### config.mk
export PLATFORM = sky130hd
export DESIGN_NAME = ninjakun_hiscore_ctrl
export DESIGN_NICKNAME = d
export VERILOG_FILES = /design/src/rtl/ninjakun_hiscore_ctrl_pkg.sv /design/src/rtl/ninjakun_hiscore_ctrl_hs_buf.sv /design/src/rtl/ninjakun_hiscore_ctrl.sv
export SDC_FILE = /design/constraint.sdc
export NUM_CORES = 1
export LEC_CHECK = 0
export CAP_MARGIN = 20
export CORE_MARGIN = 2
export CORE_UTILIZATION = 43
export CTS_CLUSTER_SIZE = 8
export DETAILED_ROUTE_END_ITERATION = 6
export GPL_TIMING_DRIVEN = 0
export HOLD_SLACK_MARGIN = 0.03
export REMOVE_ABC_BUFFERS = 1
export SETUP_SLACK_MARGIN = 0.3
export SYNTH_ARGS = -nofsm -noshare
export SYNTH_HDL_FRONTEND = slang
export SYNTH_SLANG_ARGS = --single-unit
### constraint.sdc
create_clock -name CLK24M -period 7.9 [get_ports CLK24M]
set_input_delay 1.975 -clock CLK24M [delete_from_list [all_inputs] [get_ports CLK24M]]
set_output_delay 1.975 -clock CLK24M [all_outputs]
set_load 0.01 [all_outputs]
### src/rtl/ninjakun_hiscore_ctrl_pkg.sv
// Shared definitions for the Ninjakun hiscore controller.
//   hs_state_e : top-level sequencer states (boot wait, probe, restore, idle, dump)
//   hs_phase_e : guard phases wrapped around every work-RAM transfer
//   HS_RAM_SEL : address bits [15:13] that the game top level decodes as hs_cs_ram
package ninjakun_hiscore_ctrl_pkg;

  typedef enum logic [2:0] {
    StWaitBoot,
    StProbe,
    StRestore,
    StRun,
    StDump
  } hs_state_e;

  // PhLead: pause/busy only; PhGrant: port granted, no access yet; PhXfer: accesses;
  // PhTail: port still granted after the last access; PhRelease: pause/busy only.
  typedef enum logic [2:0] {
    PhOff,
    PhLead,
    PhGrant,
    PhXfer,
    PhTail,
    PhRelease
  } hs_phase_e;

  localparam logic [2:0] HS_RAM_SEL = 3'b111;

  // Buffer index width; a one-entry table still needs a one-bit address.
  function automatic int unsigned buf_aw(input int unsigned len);
    return (len > 1) ? $clog2(len) : 1;
  endfunction

endpackage

### src/rtl/ninjakun_hiscore_ctrl_hs_buf.sv
// Hiscore table buffer: HS_LEN x 8 dual-port RAM, both ports with one-cycle read latency.
//   clk                          : system clock
//   a_we/a_addr/a_wdata/a_rdata  : host loader port
//   b_we/b_addr/b_wdata/b_rdata  : sequencer port (read for restore, write for dump)
// Contents are deliberately not reset so a loaded table survives a game reset.
module ninjakun_hs_buf #(
  parameter int unsigned HS_LEN = 32,
  parameter int unsigned AW     = 5
) (
  input  logic          clk,
  input  logic          a_we,
  input  logic [AW-1:0] a_addr,
  input  logic [7:0]    a_wdata,
  output logic [7:0]    a_rdata,
  input  logic          b_we,
  input  logic [AW-1:0] b_addr,
  input  logic [7:0]    b_wdata,
  output logic [7:0]    b_rdata
);

  logic [7:0] mem [HS_LEN];

  always_ff @(posedge clk) begin
    if (a_we) mem[a_addr] <= a_wdata;
    if (b_we) mem[b_addr] <= b_wdata;
    a_rdata <= mem[a_addr];
    b_rdata <= mem[b_addr];
  end

endmodule

### src/rtl/ninjakun_hiscore_ctrl.sv
// Hiscore port initiator for the Ninjakun core.
// Keeps a byte copy of the hiscore table, waits for the game to write its RAM defaults,
// restores the copy into work RAM, and on request dumps work RAM back into the copy.
// Every transfer is wrapped in a guard: pause/busy first, then the port grant, then
// the accesses, and the same steps undone in reverse order.
//
// Ports:
//   CLK24M, RESET        : clock, asynchronous active-high reset
//   VBLK                 : vertical blank (rising edge = one frame)
//   PAUSE_IN             : OSD pause level (autosave trigger when enabled)
//   DUMP_REQ             : one-cycle request to copy work RAM into the buffer
//   HOST_WR/ADR/DIN/DOUT : loader access to the buffer (DOUT one cycle after ADR)
//   BUSY, PAUSE_REQ      : high for the whole guarded transfer
//   DUMP_DONE            : one-cycle pulse when a dump completes
//   hs_*                 : hiscore port into game work RAM
//
// Build option NINJAKUN_HS_AUTOSAVE_EN: a PAUSE_IN rising edge also requests a dump.
module ninjakun_hiscore_ctrl
  import ninjakun_hiscore_ctrl_pkg::*;
#(
  parameter logic [15:0] HS_BASE    = 16'hE000,
  parameter int unsigned HS_LEN     = 32,
  parameter logic [15:0] CHK_ADDR   = 16'hE000,
  parameter logic [7:0]  CHK_VAL    = 8'h00,
  parameter int unsigned START_WAIT = 60,
  parameter int unsigned RD_LAT     = 2
) (
  input  logic        CLK24M,
  input  logic        RESET,
  input  logic        VBLK,
  input  logic        PAUSE_IN,
  input  logic        DUMP_REQ,
  input  logic        HOST_WR,
  input  logic [7:0]  HOST_ADR,
  input  logic [7:0]  HOST_DIN,
  output logic [7:0]  HOST_DOUT,
  output logic        BUSY,
  output logic        DUMP_DONE,
  output logic        PAUSE_REQ,
  output logic [15:0] hs_address,
  output logic [7:0]  hs_data_in,
  input  logic [7:0]  hs_data_out,
  output logic        hs_write,
  output logic        hs_access
);

  localparam int unsigned AW         = buf_aw(HS_LEN);
  localparam logic [7:0]  LastIdx    = 8'(HS_LEN - 1);
  localparam logic [7:0]  LastLat    = 8'(RD_LAT);
  localparam logic [15:0] BootFrames = 16'(START_WAIT);
  localparam logic [8:0]  TableLen   = 9'(HS_LEN);

  hs_state_e   state_q, state_d;
  hs_phase_e   phase_q, phase_d;
  logic [7:0]  idx_q, idx_d;
  logic [7:0]  lat_q, lat_d;
  logic [15:0] frame_q, frame_d;
  logic        loaded_q, loaded_d;
  logic        pend_q, pend_d;
  logic        chk_ok_q, chk_ok_d;
  logic        vblk_q;

  logic          vblk_rise, host_we, rd_last, idx_last, dump_trig, auto_trig;
  logic          b_we;
  logic [AW-1:0] b_addr;
  logic [7:0]    b_rdata;

  assign vblk_rise = VBLK & ~vblk_q;
  assign host_we   = HOST_WR & ({1'b0, HOST_ADR} < TableLen) & ~BUSY;
  assign rd_last   = (lat_q == LastLat);
  assign idx_last  = (idx_q == LastIdx);
  assign dump_trig = DUMP_REQ | auto_trig;

`ifdef NINJAKUN_HS_AUTOSAVE_EN
  logic pause_q;
  always_ff @(posedge CLK24M or posedge RESET) begin
    if (RESET) pause_q <= 1'b0;
    else       pause_q <= PAUSE_IN;
  end
  assign auto_trig = PAUSE_IN & ~pause_q &
                     ((state_q == StRun) | (loaded_q & (state_q inside {StRestore, StDump})));
`else
  logic unused_pause;
  assign unused_pause = PAUSE_IN;
  assign auto_trig    = 1'b0;
`endif

  always_comb begin
    state_d  = state_q;
    phase_d  = phase_q;
    idx_d    = idx_q;
    lat_d    = lat_q;
    frame_d  = frame_q;
    chk_ok_d = chk_ok_q;
    loaded_d = loaded_q | host_we;
    // Requests outside RUN are remembered; inside RUN they start the dump directly.
    pend_d   = pend_q | (dump_trig & (state_q != StRun));

    unique case (phase_q)
      PhOff:     ;
      PhLead:    phase_d = PhGrant;
      PhGrant: begin
        phase_d = PhXfer;
        idx_d   = '0;
        lat_d   = '0;
      end
      PhXfer: begin
        unique case (state_q)
          StRestore: begin
            idx_d = idx_q + 8'd1;
            if (idx_last) phase_d = PhTail;
          end
          StProbe: begin
            lat_d = lat_q + 8'd1;
            if (rd_last) begin
              chk_ok_d = (hs_data_out == CHK_VAL);
              phase_d  = PhTail;
            end
          end
          StDump: begin
            lat_d = lat_q + 8'd1;
            if (rd_last) begin
              lat_d = '0;
              idx_d = idx_q + 8'd1;
              if (idx_last) phase_d = PhTail;
            end
          end
          default: ;
        endcase
      end
      PhTail:    phase_d = PhRelease;
      PhRelease: phase_d = PhOff;
      default:   phase_d = PhOff;
    endcase

    unique case (state_q)
      StWaitBoot: begin
        if (vblk_rise) begin
          frame_d = frame_q + 16'd1;
          if (frame_d == BootFrames) begin
            state_d = StProbe;
            phase_d = PhLead;
          end
        end
      end
      StProbe: begin
        if (phase_q == PhRelease) begin
          if (chk_ok_q) state_d = loaded_q ? StRestore : StRun;
        end else if (phase_q == PhOff && vblk_rise) begin
          phase_d = PhLead;
        end
      end
      StRestore: begin
        if (phase_q == PhOff)          phase_d = PhLead;
        else if (phase_q == PhRelease) state_d = StRun;
      end
      StRun: begin
        if (pend_q | dump_trig) state_d = StDump;
      end
      StDump: begin
        if (phase_q == PhOff) begin
          phase_d = PhLead;
        end else if (phase_q == PhRelease) begin
          state_d = StRun;
          pend_d  = 1'b0;
        end
      end
      default: begin
        state_d = StWaitBoot;
        phase_d = PhOff;
      end
    endcase
  end

  always_ff @(posedge CLK24M or posedge RESET) begin
    if (RESET) begin
      state_q  <= StWaitBoot;
      phase_q  <= PhOff;
      idx_q    <= '0;
      lat_q    <= '0;
      frame_q  <= '0;
      loaded_q <= 1'b0;
      pend_q   <= 1'b0;
      chk_ok_q <= 1'b0;
      vblk_q   <= 1'b0;
    end else begin
      state_q  <= state_d;
      phase_q  <= phase_d;
      idx_q    <= idx_d;
      lat_q    <= lat_d;
      frame_q  <= frame_d;
      loaded_q <= loaded_d;
      pend_q   <= pend_d;
      chk_ok_q <= chk_ok_d;
      vblk_q   <= VBLK;
    end
  end

  // Restore reads one entry ahead (next index) so the byte is ready on its write cycle.
  assign b_addr = (state_q == StDump) ? idx_q[AW-1:0] : idx_d[AW-1:0];
  assign b_we   = (state_q == StDump) & (phase_q == PhXfer) & rd_last;

  ninjakun_hs_buf #(
    .HS_LEN (HS_LEN),
    .AW     (AW)
  ) u_buf (
    .clk     (CLK24M),
    .a_we    (host_we),
    .a_addr  (HOST_ADR[AW-1:0]),
    .a_wdata (HOST_DIN),
    .a_rdata (HOST_DOUT),
    .b_we    (b_we),
    .b_addr  (b_addr),
    .b_wdata (hs_data_out),
    .b_rdata (b_rdata)
  );

  // Outputs decode straight from async-reset flops so RESET drops them immediately.
  always_comb begin
    hs_address = '0;
    if (phase_q == PhXfer) begin
      hs_address = (state_q == StProbe) ? CHK_ADDR : HS_BASE + {8'h00, idx_q};
    end
  end

  assign hs_write   = (state_q == StRestore) & (phase_q == PhXfer);
  assign hs_data_in = hs_write ? b_rdata : 8'h00;
  assign hs_access  = phase_q inside {PhGrant, PhXfer, PhTail};
  assign BUSY       = (phase_q != PhOff);
  assign PAUSE_REQ  = BUSY;
  assign DUMP_DONE  = (state_q == StDump) & (phase_q == PhRelease);

endmodule

# ---- Word-level counts from Yosys, hierarchy flattened
# Memories as Yosys holds them, arrays and structs flattened. A register that Yosys moved wholly into a read port is not among the register bits.
# Index checks and enable logic that the tools add are counted.
dict set report classes {
  addsub 4
  n_lt_le_gt_ge 1
  eq_ne 23
  mux 40
  bitwise 13
  n_reduce_logical 14
}
# cell n
set ops {}
lappend ops {{one-hot mux 8 bit (2 select lines)} 4}
lappend ops {{2-to-1 mux 3 bit} 15}
lappend ops {{2-to-1 mux 16 bit} 2}
lappend ops {{2-to-1 mux 8 bit} 4}
lappend ops {{one-hot mux 3 bit (4 select lines)} 2}
lappend ops {{adder 16 x 1 -> 16 bit, second input constant} 1}
lappend ops {{adder 8 x 1 -> 8 bit, second input constant} 2}
lappend ops {{equality test 16 x 6 -> 1 bit, second input constant} 1}
lappend ops {{adder 14 x 9 -> 15 bit, first input constant} 1}
lappend ops {{one-hot mux 3 bit (5 select lines)} 1}
lappend ops {{equality test 3 x 2 -> 1 bit, second input constant} 4}
lappend ops {{!= test 2 bit, second input constant} 6}
lappend ops {{2-to-1 mux 5 bit} 2}
lappend ops {{equality test 3 bit, second input constant} 3}
lappend ops {{2-to-1 mux 1 bit} 9}
lappend ops {{!= test 3 x 2 -> 1 bit, second input constant} 3}
lappend ops {{one-hot mux 3 bit (3 select lines)} 1}
lappend ops {{bitwise AND 1 bit} 8}
lappend ops {{equality test 8 x 2 -> 1 bit, second input constant} 1}
lappend ops {{equality test 8 x 5 -> 1 bit, second input constant} 1}
lappend ops {{logical NOT 8 bit} 1}
lappend ops {{< comparator 8 x 6 -> 1 bit, second input constant} 1}
lappend ops {{OR reduction 8 bit} 1}
lappend ops {{AND reduction 7 bit} 1}
lappend ops {{12 further kinds} 20}
dict set report word_totals {
  reg_bits 42
  ramBits 256
  inputBits 30
  output_inout_bits 37
  elab_cells 106
  memories 1
}
# memory depth width rd rd_clocked_by_memory_dff write_ports line_no
set mem_list {}
lappend mem_list {u_buf.mem 32 8 2 2 1 ninjakun_hiscore_ctrl_hs_buf.sv:21} ;# logic [7:0] mem [HS_LEN];

# ---- Logic depth before layout (Yosys ltp)
# Gate-level depths: netlist of the first run.
dict set report depth {
  word_depth 8
  depth_mapped 12
  depth_no_buf 9
}

# ---- Cells and area by module
# From an unflattened synthesis of the first run, not the netlist that was laid out.
dict set report hier_totals {
  hier_cells 1542
  hier_area_um2 18870.6
}
# module n_inst cells_per_inst area_per_inst_um2 seq_area_each_um2
set modules_own_cells {}
lappend modules_own_cells {ninjakun_hs_buf 1 1208 16011.6 8007.7}
lappend modules_own_cells {ninjakun_hiscore_ctrl 1 334 2859.0 1051.0}

# ---- Worst setup path before layout of the first run
# OpenSTA, ideal clock, no wires.
dict set report synth_timing {
  kind {in2reg}
  startpoint {input HOST_ADR[0]}
  endpoint {register u_buf.a_rdata[0] (read register of u_buf.mem)}
  arrival_ns 4.220
  required_time_ns 7.779
  slack_ns 3.559
  stages 6
  n_path_buf 3
  path_cell_list {clkbuf_1 > buf_1 > buf_2 > mux4_2 > mux4_2 > mux2_2}
}
# item line_no
set synth_rtl {}
lappend synth_rtl {{start: declaration} ninjakun_hiscore_ctrl.sv:34} ;# input logic [7:0] HOST_ADR,
lappend synth_rtl {{end: declaration} ninjakun_hiscore_ctrl_hs_buf.sv:14} ;# output logic [7:0] a_rdata,

# ---- Final worst setup path of the first run
dict set report layout_timing {
  startpoint {register phase_q[1]}
  endpoint {output hs_data_in[3]}
}
dict set report layout_via {
  elab_chain_cells 3
}
# item line_no
set layout_lines {}
lappend layout_lines {{start: declaration} ninjakun_hiscore_ctrl.sv:54} ;# hs_phase_e phase_q, phase_d;
lappend layout_lines {{start signal: assignment} ninjakun_hiscore_ctrl.sv:178} ;# phase_q <= PhOff;
lappend layout_lines {{start signal: assignment} ninjakun_hiscore_ctrl.sv:188} ;# phase_q <= phase_d;
lappend layout_lines {{equality test 3 x 2 -> 1 bit} ninjakun_hiscore_ctrl.sv:226} ;# assign hs_write = (state_q == StRestore) & (phase_q == PhXfer);
lappend layout_lines {{bitwise AND 1 bit} ninjakun_hiscore_ctrl.sv:226}
lappend layout_lines {{2-to-1 mux 8 bit} ninjakun_hiscore_ctrl.sv:227} ;# assign hs_data_in = hs_write ? b_rdata : 8'h00;
lappend layout_lines {{end: declaration} ninjakun_hiscore_ctrl.sv:41} ;# output logic [7:0] hs_data_in,
# Every way passes these cells.

==> out/metrics.yaml, run 1 <==
status: "finished clean"
rsz0062_at_grt: "false"
synth_most_common_cell: "edfxtp_1"
p_leak_uw: 0.005722
cts_num_sinks: 314
coreArea_mm2: 0.03531
ios: 67
yosys_warnings: 0
grt_pass1_wl_mm: 60.14
diodes: 0
die_area_mm2: 0.03705
fin_ws_ps: 2626
drt.antenna.violating_nets: 0
overflow: 0
peakVddDrop_uv: 171.9
cp_slowest_cell: "clkdlybuf4s50_1"
max-cap-violations: 0
critPathMaxFanout: 19
dr.first_iter.drc_count: 999
die_h_um: 192.5
synthTopCellsByArea: "edfxtp_1 (50%), mux4_2 (18%), dfrtp_1 (6.9%)"
synth_area_leader_cell: "edfxtp_1"
syn_area_mm2: 0.01528
grt_pass1_vias: 9525
cts.hold.buffers_added: 0
synth_common_cells: "edfxtp_1 (256), mux4_2 (125), nand2_1 (80)"
synthDistinctLibCells: 61
worstHoldPathType: "reg -> reg"
antenna_found_initial: 0
cp-start-kind: "flop"
vias: 9739
critPathMaxStageDelay_ps: 580
maxSlewViolCount: 0
final_nets: 1112
drc: 0
crit_buf_inv: 2
tritoncts: "yes"
clk_pin_slew_ps: 50
place_congestion: 0.8420
final_cells: 1574
drt-total-wl_mm: 41.14
synthFlopType: "edfxtp_1"
pre_cts_ws_ps: 3005
die_w_um: 192.5
dp.cells: 1487
worstSetupPathType: "reg -> out"
ys_ff_latch: 314
grt_max_degree: 65
drtPass1Iterations: 7
crit_path_cell_trace: "nor2b_1 > nand2_1 > inv_1 > and3_1 > clkdlybuf4s50_1"
fin_crit_sh_pct: 66.76
post_cts.repair.setup_buffers: 0
critPathArrivalTime_ps: 3300
cts_resized: 0
netlist.area_leader.share_pct: 50.32
cts_buffer_depth: 3
root_buffer: "clkbuf_16"
synthCells: 1022
syn_area_per_cell_um2: 14.95
grt_use_total_pct: 22.43
syn_to_final_growth_pct: 16.72
synth_edf_count: 256
numCtsBuffers: 45
cts_max_level: 2
fp-row-count: 69
finalPower_uw: 4145
wl_per_cell_um: 26.14
initial_utilization_pct: 43.27
cpLargestDelayFamily: "simple AND/OR/NAND/NOR gates"
drive_above_1_share_pct: 19.77
timing_hold_violations_final: 0
ys_seq_area_share_pct: 59.30
skew_ps: 19.30
portBuffers: 60
hpwl_mm: 26.99
clock_latency_ps: 550
vias_per_cell: 6.187
relSlewSlack_pct: 25.26
worst_pin_slew_ps: 1121
power_density_mw_per_mm2: 232.5
period_minus_slack_ps: 5274
required_ps: 5930
setup_viol: 0
max_freq_mhz: 189.6
crit_path_end_kind: "output port"
async_flop_share_pct: 13.38
cell type report:
type                    instances  area (µm²)
flip-flops and latches        314        9059
repair buffers                 80        1005
well taps                     461       576.8
clock inverters                 3       43.79
fillers                      2963       17480
clock buffers                  79        1275
multi-input cells             625        5828
inverters                      12       45.04
routing by layer:
layer | track usage [%] | routed length (µm)
met1 | 31.34 | 16860
met4 | 7.457 | 1269
met3 | 4.819 | 3897
met5 | 0 | 0
met2 | 35.11 | 19110
placed cells by master (no fill, tap or decap), types with 10 or more instances in the layout:
| cell | instances |
|---|---|
| dfxtp_1 | 16 |
| buf_16 | 11 |
| a21oi_1 | 14 |
| o211ai_1 | 16 |
| nor2_1 | 63 |
| and3_1 | 25 |
| inv_1 | 11 |
| edfxtp_1 | 256 |
| o21ai_0 | 27 |
| nand2_1 | 80 |
| nor2b_1 | 11 |
| nand3_1 | 46 |
| mux2i_1 | 17 |
| clkdlybuf4s50_1 | 57 |
| clkbuf_1 | 33 |
| dfrtp_1 | 42 |
| nor3_1 | 21 |
| mux4_2 | 125 |
| nand4_1 | 15 |
| nand2b_1 | 10 |
| a31oi_1 | 12 |
| xnor2_1 | 16 |
| clkbuf_16 | 46 |
| nor4_1 | 11 |
| a22oi_1 | 33 |
power breakdown:
group	internal, µW	switching, µW
logic	187	277
registers	1830	58.3
clock network	1090	708
worst paths after layout:
path	slack (ps)	start	to	cells after the start
worst max-delay path	2630	phase_q[1]	hs_data_in[3]	5
worst min-delay path	460	loaded_q	loaded_q	1
worst max register to register	3540	state_q[1]	u_buf.b_rdata[1]	8
worst min register to register	460	loaded_q	loaded_q	1
max in group asynchronous	5760	RESET	idx_q[4]	3
min in group asynchronous	1690	RESET	frame_q[13]	2
cells by family after synthesis:
family	synth area share, %
flip-flops	59.30
AND/OR/NAND/NOR	9.959
AO/OA/AOI/OAI	6.118
other	0.02455
adder cells (fa/ha/maj)	0.3276
multiplexers	20.20
XOR/XNOR	1.261
buffers and inverters	2.809
sequential cells by signal, indices dropped and copies added, names as in the netlist:
signal / count
u_buf.b_rdata: 8
lat_q: 8
frame_q: 16
pend_q: 1
chk_ok_q: 1
phase_q: 3
u_buf.a_rdata: 8
loaded_q: 1
state_q: 3
u_buf.mem: 256
idx_q: 8
vblk_q: 1
through the flow:
stage               setup TNS, ps  cell area, µm²  util [%]  hold slack (ps)
floorplan                       0           14910         -            435.7
global route                    0           17830     50.50            505.4
CTS                             0           17690     50.11            472.7
detailed placement              0           16380     46.38            460.0
global placement          -180900           16090     45.55            457.6
finish                          0           17830     50.50            463.8
Power figures use the tool's default switching activity.
==> run 2: changes to the inputs <==
==> constraint.sdc (replaced) <==
create_clock -name CLK24M -period 5.35 [get_ports CLK24M]
set_input_delay 1.3375 -clock CLK24M [delete_from_list [all_inputs] [get_ports CLK24M]]
set_output_delay 1.3375 -clock CLK24M [all_outputs]
set_load 0.01 [all_outputs]
==> results of run 2 <==
Same layout as run 1 (identical final DEF). Status: finished clean.
Main changes from that run: setup slack after placement 3005 ps -> 1089 ps; setup slack after layout 2626 ps -> 713.3 ps; register-to-register setup slack 3540 ps -> 990 ps; total power 4145 µW -> 6121 µW; worst IR drop on VDD 171.9 µV -> 253.8 µV
